$ cat src/rtl/riscv_ctrl_pkg.sv
// rtl/riscv_ctrl_pkg.sv - shared opcode, ALUOp, mux-select and state encodings for the multicycle control unit
package riscv_ctrl_pkg;

  localparam logic [6:0] OP_LOAD   = 7'b0000011;
  localparam logic [6:0] OP_STORE  = 7'b0100011;
  localparam logic [6:0] OP_RTYPE  = 7'b0110011;
  localparam logic [6:0] OP_ITYPE  = 7'b0010011;
  localparam logic [6:0] OP_BRANCH = 7'b1100011;
  localparam logic [6:0] OP_JAL    = 7'b1101111;
  localparam logic [6:0] OP_LUI    = 7'b0110111;

  // ALUOp codes, also decoded by the ALU controller
  localparam logic [1:0] ALUOP_ADD   = 2'b00;
  localparam logic [1:0] ALUOP_SUB   = 2'b01;
  localparam logic [1:0] ALUOP_RTYPE = 2'b10;
  localparam logic [1:0] ALUOP_ITYPE = 2'b11;

  localparam logic [1:0] RES_ALUOUT = 2'b00;
  localparam logic [1:0] RES_DATA   = 2'b01;
  localparam logic [1:0] RES_ALU    = 2'b10;

  localparam logic [1:0] SRCA_PC    = 2'b00;
  localparam logic [1:0] SRCA_OLDPC = 2'b01;
  localparam logic [1:0] SRCA_RS1   = 2'b10;
  localparam logic [1:0] SRCA_ZERO  = 2'b11;

  localparam logic [1:0] SRCB_RS2  = 2'b00;
  localparam logic [1:0] SRCB_IMM  = 2'b01;
  localparam logic [1:0] SRCB_FOUR = 2'b10;

  typedef enum logic [3:0] {
    S_FETCH    = 4'd0,
    S_DECODE   = 4'd1,
    S_MEMADR   = 4'd2,
    S_MEMREAD  = 4'd3,
    S_MEMWB    = 4'd4,
    S_MEMWRITE = 4'd5,
    S_EXECR    = 4'd6,
    S_EXECI    = 4'd7,
    S_ALUWB    = 4'd8,
    S_BRANCH   = 4'd9,
    S_JAL      = 4'd10,
    S_LUI      = 4'd11,
    S_HALT     = 4'd12
  } state_e;

endpackage

$ cat src/rtl/branch_pcwrite_logic.sv
// rtl/branch_pcwrite_logic.sv - PC load enable from unconditional update or taken beq/bne
module branch_pcwrite_logic (
  input  logic pc_update_i,
  input  logic branch_i,
  input  logic zero_i,
  input  logic func3_0_i,
  output logic pc_write_o
);

  // func3[0]=1 (bne) inverts the sense of the zero flag
  assign pc_write_o = pc_update_i | (branch_i & (zero_i ^ func3_0_i));

endmodule

$ cat src/rtl/multicycle_main_controller.sv
// rtl/multicycle_main_controller.sv - main sequencing FSM of the multicycle RV32I core
module multicycle_main_controller
  import riscv_ctrl_pkg::*;
#(
  parameter bit ILLEGAL_HALT = 1'b0
) (
  input  logic       clk,
  input  logic       rst,
  input  logic [6:0] opcode,
  input  logic [2:0] func3,
  input  logic       zero,
  input  logic       mem_ready,
  output logic       PCWrite,
  output logic       AdrSrc,
  output logic       MemWrite,
  output logic       IRWrite,
  output logic       RegWrite,
  output logic [1:0] ResultSrc,
  output logic [1:0] ALUSrcA,
  output logic [1:0] ALUSrcB,
  output logic [1:0] ALUOp,
  output logic       illegal,
  output logic       halted
);

  state_e state_q, state_d;
  logic   pc_update, branch;
  logic   unused_func3;

  assign unused_func3 = ^func3[2:1];

  always_ff @(posedge clk) begin
    if (rst) state_q <= S_FETCH;
    else     state_q <= state_d;
  end

  always_comb begin
    state_d   = S_FETCH;
    pc_update = 1'b0;
    branch    = 1'b0;
    AdrSrc    = 1'b0;
    MemWrite  = 1'b0;
    IRWrite   = 1'b0;
    RegWrite  = 1'b0;
    ResultSrc = RES_ALUOUT;
    ALUSrcA   = SRCA_PC;
    ALUSrcB   = SRCB_RS2;
    ALUOp     = ALUOP_ADD;
    illegal   = 1'b0;
    halted    = 1'b0;
    case (state_q)
      S_FETCH: begin
        ALUSrcB   = SRCB_FOUR;
        ResultSrc = RES_ALU;
        IRWrite   = mem_ready;
        pc_update = mem_ready;
        state_d   = mem_ready ? S_DECODE : S_FETCH;
      end
      S_DECODE: begin
        ALUSrcA = SRCA_OLDPC;
        ALUSrcB = SRCB_IMM;
        case (opcode)
          OP_LOAD, OP_STORE: state_d = S_MEMADR;
          OP_RTYPE:          state_d = S_EXECR;
          OP_ITYPE:          state_d = S_EXECI;
          OP_BRANCH:         state_d = S_BRANCH;
          OP_JAL:            state_d = S_JAL;
          OP_LUI:            state_d = S_LUI;
          default: begin
            illegal = 1'b1;
            state_d = ILLEGAL_HALT ? S_HALT : S_FETCH;
          end
        endcase
      end
      S_MEMADR: begin
        ALUSrcA = SRCA_RS1;
        ALUSrcB = SRCB_IMM;
        state_d = opcode[5] ? S_MEMWRITE : S_MEMREAD;
      end
      S_MEMREAD: begin
        AdrSrc  = 1'b1;
        state_d = mem_ready ? S_MEMWB : S_MEMREAD;
      end
      S_MEMWB: begin
        ResultSrc = RES_DATA;
        RegWrite  = 1'b1;
      end
      S_MEMWRITE: begin
        AdrSrc   = 1'b1;
        MemWrite = 1'b1;
        state_d  = mem_ready ? S_FETCH : S_MEMWRITE;
      end
      S_EXECR: begin
        ALUSrcA = SRCA_RS1;
        ALUOp   = ALUOP_RTYPE;
        state_d = S_ALUWB;
      end
      S_EXECI: begin
        ALUSrcA = SRCA_RS1;
        ALUSrcB = SRCB_IMM;
        ALUOp   = ALUOP_ITYPE;
        state_d = S_ALUWB;
      end
      S_ALUWB: RegWrite = 1'b1;
      S_BRANCH: begin
        ALUSrcA = SRCA_RS1;
        ALUOp   = ALUOP_SUB;
        branch  = 1'b1;
      end
      S_JAL: begin
        // PC takes the DECODE-computed target from ALUOut; ALU forms OldPC+4 for rd
        ALUSrcA   = SRCA_OLDPC;
        ALUSrcB   = SRCB_FOUR;
        pc_update = 1'b1;
        state_d   = S_ALUWB;
      end
      S_LUI: begin
        ALUSrcA = SRCA_ZERO;
        ALUSrcB = SRCB_IMM;
        state_d = S_ALUWB;
      end
      S_HALT: begin
        halted  = 1'b1;
        state_d = S_HALT;
      end
      default: state_d = S_FETCH;
    endcase

    if (rst) begin
      pc_update = 1'b0;
      branch    = 1'b0;
      AdrSrc    = 1'b0;
      MemWrite  = 1'b0;
      IRWrite   = 1'b0;
      RegWrite  = 1'b0;
      ResultSrc = 2'b00;
      ALUSrcA   = 2'b00;
      ALUSrcB   = 2'b00;
      ALUOp     = 2'b00;
      illegal   = 1'b0;
      halted    = 1'b0;
    end
  end

  branch_pcwrite_logic u_pcwrite (
    .pc_update_i (pc_update),
    .branch_i    (branch),
    .zero_i      (zero),
    .func3_0_i   (func3[0]),
    .pc_write_o  (PCWrite)
  );

endmodule

$ cat config.mk
export PLATFORM = sky130hd
export DESIGN_NAME = multicycle_main_controller
export DESIGN_NICKNAME = d
export VERILOG_FILES = /design/src/rtl/riscv_ctrl_pkg.sv /design/src/rtl/branch_pcwrite_logic.sv /design/src/rtl/multicycle_main_controller.sv
export SDC_FILE = /design/constraint.sdc
export NUM_CORES = 1
export LEC_CHECK = 0
export BUFFER_PORTS_ARGS = -buffer_cell sky130_fd_sc_hd__buf_2
export CORE_MARGIN = 10
export CORE_UTILIZATION = 30
export CTS_CLUSTER_SIZE = 28
export DETAILED_ROUTE_END_ITERATION = 6
export PLACE_DENSITY = 0.68
export RECOVER_POWER = 50
export SLEW_MARGIN = 40
export SYNTH_ARGS = -nofsm -noshare
export SYNTH_HDL_FRONTEND = slang
export SYNTH_SLANG_ARGS = --single-unit
export TNS_END_PERCENT = 30
$ cat constraint.sdc
create_clock -name clk -period 2 [get_ports clk]
set_input_delay 0.6 -clock clk [delete_from_list [all_inputs] [get_ports clk]]
set_output_delay 0.6 -clock clk [all_outputs]
set_load 0.01 [all_outputs]
==> qor.log <==
qor: setup_path.worst_r2r_src state_q[1]
qor: final_layout.largest_register_ff_count 4
qor: pwr.p_sw_share 27.4%
qor: pwr.cellInternalPower 0.212 mW
qor: timing.setup_ws -0.188 ns
qor: setup_path.cp_data_arrival_time 1.59 ns
qor: pwr.share_comb_of_total_power 39.4%
qor: synth.synth_top_flop_cell sky130_fd_sc_hd__dfxtp_1
qor: final_layout.top_reg_by_flops state_q
qor: routing.detail_route.wirelength 2110 um
qor: setup_path.cpLargestDelayFamily simple AND/OR/NAND/NOR gates
qor: synth.avgSynthCellArea 6.91 sq um
qor: hold_path.timing.hold.worst.class reg -> reg
qor: synth.cell_types_with_the_highest_counts_after_synthesis sky130_fd_sc_hd__nor3_1 (9), sky130_fd_sc_hd__nor2_1 (7), sky130_fd_sc_hd__nor2b_1 (7), sky130_fd_sc_hd__nand2_1 (6)
qor: floorplan.die-width 65.5 um
qor: floorplan.io_pins 29
qor: pwr.net-switching-power 0.0800 mW
qor: final_layout.drive_gt1_share 52.3%
qor: timing.final-hold-violation-count 0
qor: place.placed_cells_incl_taps 151
qor: synth.synth_simple_gate_area_share 55.3%
qor: synth.count_of_mapped_cells_out_of_synthesis 90
qor: global_routing.first_global_vias 755
qor: synth.synth.distinct_cells 38
qor: clock_tree.cts_buffers 3
qor: timing.skew 0.00395 ns
qor: floorplan.core_area 1960 sq um
qor: place.dpl_hpwl 1570 um
qor: routing.vias_per_cell 5.25
qor: setup_path.path_buf_inv 2
qor: synth.synth.largest_area_cell sky130_fd_sc_hd__dfxtp_1
qor: final_layout.layout.cells.non_filler 155
qor: setup_path.critical-path-top-cell-by-count sky130_fd_sc_hd__buf_2
qor: pwr.peakVddDrop 0.000135 V
qor: clock_tree.clk_latency 0.22 ns
qor: floorplan.die_area 4290 sq um
qor: synth.yosysWarningCount 0
qor: timing.grt_setup_unrepaired yes
qor: floorplan.dieHeight 65.5 um
qor: floorplan.floorplan.initialDensity 31.7%
qor: synth.synth_top_family_by_area simple AND/OR/NAND/NOR gates
qor: setup_path.path_depth 5
qor: synth.synth-edff-count 0
qor: setup_path.worst_r2r_path_depth 4
qor: final_layout.reg.largest.list state_q x4
qor: clock_tree.clock_tree.buffer_depth 2
qor: global_routing.grt.overflow.total 0
qor: clock_tree.tritoncts done
qor: timing.min_period 2.19 ns
qor: routing.via_count 813
qor: timing.worst_slew_pin_slew 0.474 ns
qor: routing.drc 0
qor: routing.route.antenna.remaining_nets 0
qor: synth.adder_cell_area_share_of_the_yosys_netlist 0%
qor: place.port-buffer-count 26
qor: pwr.power.leakage 0.436 nW
qor: clock_tree.cts.sinks 4
qor: synth.ys_top_cells_by_area sky130_fd_sc_hd__dfxtp_1 (13%), sky130_fd_sc_hd__nor3_1 (7.2%), sky130_fd_sc_hd__nor2b_1 (7.0%)
qor: global_routing.grt_util_all_layers 9.68%
qor: timing.maxSlewViolCount 0
qor: synth.synth_xor_xnor_area_share 4.23%
qor: global_routing.pin_count_of_the_biggest_net_entering_global_routing 18
qor: timing.setup_viol_count_final 7
qor: synth.synth_most_common_cell sky130_fd_sc_hd__nor3_1
qor: setup_path.slowest_stage sky130_fd_sc_hd__or4bb_4
qor: timing.slew-limit-headroom 67.6%
qor: hold_path.hold-path-cell-count 3
qor: timing.totalNegativeSetupSlack -0.426 ns
qor: pwr.seqPwrFrac 28.9%
qor: synth.synth-seq-cells 4
qor: clock_tree.clk_root_buffer_cell sky130_fd_sc_hd__clkbuf_4
qor: final_layout.design.final.nets 144
qor: global_routing.grt_pass1_wl 3440 um
qor: run_status.outcome complete, but fails checks
qor: final_layout.syn2layout_area_growth 70.4%
qor: setup_path.worst_setup_path_end_kind output port
qor: setup_path.chain_of_cells_forming_the_critical_path buf_2 > or4bb_4 > a21oi_2 > nor4_2 > buf_2
qor: routing.post_drt_wl_per_cell 13.6 um
qor: synth.asyncSetResetFlopFracSynth 0%
qor: synth.synth-compound-area-share 22.3%
qor: job.max-cap-violations 0
qor: final_layout.n_antenna_cell 0
qor: floorplan.core.rowCount 16
qor: setup_path.cpPeakStageDelay 0.55 ns
qor: routing.drt-initial-drc-count 17
qor: setup_path.critical_path_peak_fanout 3
qor: synth.yosys-mux-area-fraction 1.61%
qor: hold_path.timing.hold.worst.start state_q[1]
qor: synth.yosysSeqAreaShare 12.9%
qor: pwr.p_per_area 275 nW/um^2
qor: clock_tree.cts-hold-fix-buffers 0
qor: global_routing.antenna_found_initial 0
qor: pwr.share_clk_of_total_power 31.7%
qor: clock_tree.cts.reportedPaths.clkPinSlew 0.04 ns
qor: setup_path.worstPathRequired 1.40 ns
qor: synth.synthesis.nets 104
qor: setup_path.cp-startpoint opcode[2]
qor: synth.synth_top_area_share 12.9%
qor: routing.dr.pass1.iters 4
qor: run_status.failed_checks setup timing
qor: place.routabilityCongestion 0.789
qor: timing.fmax 457 MHz
qor: setup_path.cp-start-kind input pin
qor: setup_path.path_class in -> out
qor: timing.fin_crit_sh 109%
qor: clock_tree.cts-htree-levels 1
qor: synth.synthesis.area 622 sq um
## cell usage in the layout, fill, tap and decap left out, types with 4 or more instances in the layout
cell and instances:
sky130_fd_sc_hd__nor2_1 6, sky130_fd_sc_hd__dfxtp_2 4, sky130_fd_sc_hd__buf_2 23, sky130_fd_sc_hd__buf_6 4, sky130_fd_sc_hd__nor2b_1 5, sky130_fd_sc_hd__nand2_1 6, sky130_fd_sc_hd__buf_4 8, sky130_fd_sc_hd__nor3_1 5
## timing repair
action / 4_1_cts / 5_1_grt
gates resized for setup: 10 / 24
buffers inserted: 1 / 0
pin swaps: 4 / 6
endpoints found under the setup margin: 8 / 15
endpoints found under the hold margin: 0 / 0
## metrics by stage
step | power (mW) | utilization [%] | hold slack (ns) | area, sq um | worst slack [ns]
2_1_floorplan | 0.132 | - | 0.633 | 627 | -0.0451
3_3_place_gp | 0.180 | 46.4 | 0.673 | 911 | -0.198
3_5_place_dp | 0.183 | 46.4 | 0.671 | 911 | -0.230
4_1_cts | 0.284 | 49.6 | 0.659 | 973 | -0.178
5_1_grt | 0.314 | 54.0 | 0.690 | 1060 | -0.239
6_report | 0.292 | 54.0 | 0.661 | 1060 | -0.188
## logic make-up after synthesis
| logic type | Yosys count |
|---|---|
| mux | 1 |
| compound gates | 20 |
| xor+xnor | 3 |
| flops | 4 |
| buf+inv | 6 |
| simple gates | 56 |
## final timing paths
| path | endpoint | slack (ns) |
|---|---|---|
| setup reg to reg | state_q[0] | 0.09 |
| hold / removal | state_q[3] | 0.66 |
| hold reg to reg | state_q[3] | 0.66 |
| setup / recovery | illegal | -0.19 |
## final cells by class
cell class | count | area, sq um
Clock buffer | 3 | 22.5
Fill cell | 215 | 902
Multi-Input combinational cell | 80 | 604
Sequential cell | 4 | 85.1
Tap cell | 27 | 33.8
Timing Repair Buffer | 41 | 314
## worst register-to-register path, stage by stage (launching register included)
cell and delay [ns]:
sky130_fd_sc_hd__dfxtp_2 0.32, sky130_fd_sc_hd__or4b_4 0.58, sky130_fd_sc_hd__or4b_4 0.53, sky130_fd_sc_hd__or2_0 0.20
sky130_fd_sc_hd__a31oi_1 0.18
## metal layers
layer / vias up / share of wire [%] / track usage, %
li1: 416 / - / -
met5: - / 0 / 0
met1: 376 / 40 / 10.7
met2: 21 / 53 / 17.1
met3: 0 / 7.4 / 4.07
met4: 0 / 0 / 1.60
## power groups by stage
stage          clock [mW]  sequential, mW  combinational, mW
3_5_place_dp            0          0.0850             0.0976
4_1_cts            0.0988          0.0841              0.101
5_1_grt             0.104          0.0844              0.126
2_1_floorplan           0          0.0849             0.0475
6_report           0.0925          0.0843              0.115
3_3_place_gp            0          0.0848             0.0952
Note: power is estimated with default switching activity, not from simulation.
